===== config.mk =====
export PLATFORM = sky130hd
export DESIGN_NAME = answer_gen
export DESIGN_NICKNAME = d
export VERILOG_FILES = /design/src/rtl/answer_gen.sv
export SDC_FILE = /design/constraint.sdc
export NUM_CORES = 1
export LEC_CHECK = 0
export CORE_MARGIN = 1.5
export CORE_UTILIZATION = 57
export CTS_CLUSTER_DIAMETER = 60
export DETAILED_ROUTE_END_ITERATION = 16
export GPL_TIMING_DRIVEN = 1
export HOLD_SLACK_MARGIN = 0.02
export PLACE_DENSITY = 0.89
export REMOVE_ABC_BUFFERS = 1
export SYNTH_ARGS = -nofsm -noshare
export SYNTH_HDL_FRONTEND = slang
export SYNTH_SLANG_ARGS = --single-unit

===== constraint.sdc =====
create_clock -name clk -period 2.5 [get_ports clk]
set_input_delay 0.5 -clock clk [delete_from_list [all_inputs] [get_ports clk]]
set_output_delay 0.5 -clock clk [all_outputs]
set_load 0.02 [all_outputs]

===== src/rtl/answer_gen.sv =====
// answer_gen: secret-code generator for the 4-digit bulls-and-cows game.
// On req it draws four mutually distinct digits from a free-running 16-bit
// LFSR by rejection sampling. A draw budget (MAX_DRAWS) bounds the search;
// on exhaustion the code 0123 is presented with the fallback flag set.
// Optional build macro: ANSWER_HEX_EN (hex digits 0..F, 16-bit used mask).
//
// state  | meaning
// -------+-----------------------------------------------------------
// IDLE   | after reset, waiting for req; draw bookkeeping held clear
// DRAW   | one candidate evaluated per cycle, busy high
// DONE   | code complete (or fallback), valid high, waiting for req
module answer_gen #(
  parameter logic [15:0] SEED      = 16'hACE1,
  parameter int          MAX_DRAWS = 64
) (
  input  logic        clk,
  input  logic        rst,
  input  logic        req,
  output logic        busy,
  output logic        valid,
  output logic [15:0] answer,
  output logic        fallback,
  output logic [6:0]  draws
);

`ifdef ANSWER_HEX_EN
  localparam int MASK_W = 16;
`else
  localparam int MASK_W = 10;
`endif

  // An all-zero LFSR would lock up, so a zero seed is promoted to 1.
  localparam logic [15:0] SEED_EFF   = (SEED == 16'h0000) ? 16'h0001 : SEED;
  localparam logic [6:0]  DRAW_LIMIT = 7'(MAX_DRAWS);
  localparam logic [15:0] FALLBACK_CODE = 16'h0123;

  typedef enum logic [1:0] {
    S_IDLE = 2'd0,
    S_DRAW = 2'd1,
    S_DONE = 2'd2
  } state_t;

  state_t              state;
  state_t              state_next;
  logic [15:0]         lfsr;
  logic [MASK_W-1:0]   mask;
  logic [MASK_W-1:0]   cand_bit;
  logic [1:0]          idx;
  logic [15:0]         work;
  logic [15:0]         work_next;
  logic [3:0]          cand;
  logic                cand_ok;
  logic                accept;
  logic                last_accept;
  logic                out_of_budget;
  logic [6:0]          draws_inc;

  assign cand = lfsr[3:0];

`ifdef ANSWER_HEX_EN
  assign cand_ok = 1'b1;
`else
  assign cand_ok = (cand <= 4'd9);
`endif

  // LFSR free-runs in every state so request timing adds entropy
  always_ff @(posedge clk or posedge rst) begin
    if (rst) lfsr <= SEED_EFF;
    else     lfsr <= {lfsr[14:0], lfsr[15] ^ lfsr[13] ^ lfsr[12] ^ lfsr[10]};
  end

  // Candidate evaluation: acceptance, completion and budget decisions
  always_comb begin
    cand_bit      = MASK_W'(1) << cand;
    accept        = cand_ok && ((mask & cand_bit) == '0);
    last_accept   = accept && (idx == 2'd0);
    draws_inc     = (draws == DRAW_LIMIT) ? draws : draws + 7'd1;
    // A 4th accept on the budget's last draw still counts as success.
    out_of_budget = (draws_inc == DRAW_LIMIT) && !last_accept;
    work_next     = work;
    if (accept) work_next[{idx, 2'b00} +: 4] = cand;
  end

  // State register
  always_ff @(posedge clk or posedge rst) begin
    if (rst) state <= S_IDLE;
    else     state <= state_next;
  end

  // Next-state logic; req during DRAW is ignored
  always_comb begin
    state_next = state;
    case (state)
      S_IDLE: if (req) state_next = S_DRAW;
      S_DRAW: if (last_accept || out_of_budget) state_next = S_DONE;
      S_DONE: if (req) state_next = S_DRAW;
      default: state_next = S_IDLE;
    endcase
  end

  // Registered outputs and draw bookkeeping; answer only changes on completion
  always_ff @(posedge clk or posedge rst) begin
    if (rst) begin
      busy     <= 1'b0;
      valid    <= 1'b0;
      answer   <= 16'h0000;
      fallback <= 1'b0;
      draws    <= 7'd0;
      mask     <= '0;
      idx      <= 2'd3;
      work     <= 16'h0000;
    end else begin
      busy  <= (state_next == S_DRAW);
      valid <= (state_next == S_DONE);
      case (state)
        S_DRAW: begin
          draws <= draws_inc;
          if (accept) begin
            work <= work_next;
            mask <= mask | cand_bit;
            idx  <= idx - 2'd1;
          end
          if (last_accept) begin
            answer   <= work_next;
            fallback <= 1'b0;
          end else if (out_of_budget) begin
            answer   <= FALLBACK_CODE;
            fallback <= 1'b1;
          end
        end
        default: begin
          if (state == S_IDLE || req) begin
            mask     <= '0;
            idx      <= 2'd3;
            draws    <= 7'd0;
            fallback <= 1'b0;
          end
        end
      endcase
    end
  end

endmodule


==> metrics.md <==
| Metric | Value |
|---|---|
| Placed cell area | 0.00365 sq mm |
| Post-synth EDFFs | 0 |
| Reg area | 0.00181 sq mm |
| Top cells by count, synth | 62 x dfrtp_1, 28 x o21ai_0, 20 x inv_1 |
| Filler cells | 376 |
| RSZ-0062 raised after global routing | no |
| DIE AREA | 0.00619 sq mm |
| Top-count cell post-synth | dfrtp_1 |
| CTS tree | done |
| Area leader, netlist | dfrtp_1 |
| Inserted Clock Buffers | 9 |
| DIE WIDTH | 78.7 microns |
| Post-Syn Area | 0.00326 sq mm |
| Drt via density | 5.80 |
| Row count | 27 |
| CTS Hold Bufs | 0 |
| Worst-Margin Slew | 0.717 ns |
| Wirelength per Cell | 15.8 microns |
| Boundary pin count | 29 |
| Final Hold Viols | 0 |
| Max Cap Viol | 0 |
| PwrDens | 929 mW/mm^2 |
| Clk Tree Root Cell | clkbuf_8 |
| Gr usage total | 0.230 |
| Post-synth cell types | 52 |
| WP buf/inv | 1 |
| Post-synthesis cell count | 294 |
| Startpoint types | flop |
| WP data arrival | 2.60 ns |
| Setup bufs post-CTS | 0 |
| PortBufs | 28 |
| Overall power | 0.00359 W |
| Area grow syn2layout | 18.3% |
| Overflow after GRT | 0 |
| Antenna violations before repair | 0 |
| Die Y | 78.7 microns |
| Worst Path Max Fanout | 14 |
| H-Tree Level Count | 3 |
| Final setup fails | 0 |
| Status | finished clean |
| Routed via count | 2,360 |
| Skew-Pair Late Insertion Delay | 0.35 ns |
| N_diodes | 0 |
| Layout Cell Area excl Fill | 0.00386 sq mm |
| Residual DRC count | 0 |
| Vias in the first global route | 2,273 |
| CTS Sinks | 72 |
| Total wire length | 6.44 mm |
| Reg clk slew, reported paths | 0.07 ns |
| Crit path cell chain | inv_1 > ha_1 > nor4b_1 > and2_1 > o41a_1 > o32ai_4 > nand2_2 > a22o_1 |
| Initial DRC Count | 120 |
| Max Slew Vio Count | 0 |
| Largest cells by area after synthesis | dfrtp_1 48%, dfstp_2 8.1%, o21ai_0 4.3% |
| Worst stage delay on the critical path | 0.43 ns |
| Post-route ant nets | 0 |
| DP Wirelength | 4.54 mm |
| CP top delay family | compound AO/OA/AOI/OAI gates |
| Critical Path RT | 2.74 ns |
| DRT Pass-1 Iters | 4 |
| Max Clk Rate | 424 MHz |
| Share of cells above drive strength 1 | 0.161 |
| Fin crit share | 0.943 |
| Post-route setup TNS | 0 ns |
| Largest net degree at the start of global routing | 73 |
| Initial Util | 0.593 |
| Core box area | 0.00551 sq mm |
| CP endpoint kind | flop |
| Predominant post-synthesis flop cell | dfrtp_1 |
| Leakage | 1.65 nW |
| Area of the multi-input gates | 0.00130 sq mm |
| Min cycle time layout | 2.36 ns |
| Synth Register Bits | 72 |
| Synth warnings | 0 |
| Register area share after synthesis | 0.556 |
| Share of synthesized flip-flops with an asynchronous set or reset | 1.00 |
| First-pass GRT wire length | 10.7 mm |
| Peak VDD IR | 0.541 mV |
| Skew final | 0.0115 ns |
| Cts repair resizes | 0 |
| Slew HR | 0.521 |
| Mapped Avg Cell Area | 11.1 sq um |
| Proportion of netlist area held by the largest area contributor | 0.475 |
| CP max-delay cell | dfrtp_1 |
| Final net count | 340 |
| CP Class | flop to flop |
| Clk buf depth | 2 |
| Worst Hold Class | flop to flop |
| Routability cong. | 0.866 |
power by group:
part | switching (W) | internal, W
Combinational | 0.000783 | 0.000482
Clock | 0.000432 | 0.000490
Sequential | 0.000110 | 0.00129
cells by family (layout without fill, tap and decap cells):
logic type      Yosys count  after routing  share of synthesized area
buf+inv                  34             75                     0.0445
mux                      10             10                     0.0326
flops                    72             72                      0.556
compound gates           78             78                      0.164
simple gates             87             87                      0.160
xor+xnor                  6              6                     0.0161
fa+ha+maj                 7              7                     0.0268
final cells by class:
cell class | instances | share of cell area
Tap cell | 72 | 0.0233
Clock buffer | 10 | 0.0356
Inverter | 21 | 0.0204
Multi-Input combinational cell | 188 | 0.338
Clock inverter | 6 | 0.0178
Timing Repair Buffer | 38 | 0.0953
Sequential cell | 72 | 0.470
state kept, by name, summed over array words and instances (netlist names), 2 cells and up:
signal and count:
draws 7, mask 10, answer 16, work 16, state 2, idx 2
lfsr 16
layer usage:
| layer | wire (microns) | vias up | global-route usage |
|---|---|---|---|
| met5 | 0 | - | 0 |
| met4 | 188 | 0 | 0.118 |
| met3 | 276 | 22 | 0.0558 |
| met2 | 3030 | 59 | 0.357 |
| met1 | 2950 | 1149 | 0.300 |
| li1 | - | 1130 | - |
stage by stage:
stage	util	hold WS [ns]	setup slack, ns	cells
4_1_cts	0.701	0.356	0.150	407
6_report	0.701	0.355	0.143	407
2_1_floorplan	-	0.331	0.191	281
3_3_place_gp	0.664	0.336	0.246	391
5_1_grt	0.701	0.363	0.0218	407
3_5_place_dp	0.664	0.337	0.157	391
layout by cell type (no fill, tap or decap), types with 4 or more instances in the layout:
master / n
buf_4: 9
ha_1: 7
inv_1: 19
nor2b_1: 6
nor4_1: 5
o21a_1: 9
clkbuf_8: 10
nand4_1: 11
mux2i_1: 5
dfstp_2: 10
nor2_1: 4
o2bb2ai_1: 4
mux2_2: 5
o21ai_0: 28
nor3_1: 8
and3_1: 4
a21oi_1: 12
a22o_1: 8
nand2_1: 17
nand2b_1: 6
clkdlybuf4s50_1: 28
dfrtp_1: 62
a31oi_1: 5
and2_1: 7
path summary, 6_finish.rpt:
path | from | endpoint | slack, ns | depth (start not counted)
setup / recovery | draws[0]$_DFFE_PP0P_ | answer[11]$_DFFE_PP0P_ | 0.14 | 8
hold / removal | lfsr[8]$_DFF_PP0_ | lfsr[9]$_DFF_PP0_ | 0.35 | 0
setup reg to reg | draws[0]$_DFFE_PP0P_ | answer[11]$_DFFE_PP0P_ | 0.14 | 8
hold reg to reg | lfsr[8]$_DFF_PP0_ | lfsr[9]$_DFF_PP0_ | 0.35 | 0
max in group asynchronous | rst | lfsr[6]$_DFF_PP1_ | 1.61 | 3
min in group asynchronous | rst | draws[2]$_DFFE_PP0P_ | 0.52 | 3
Power figures use the tool's default switching activity.
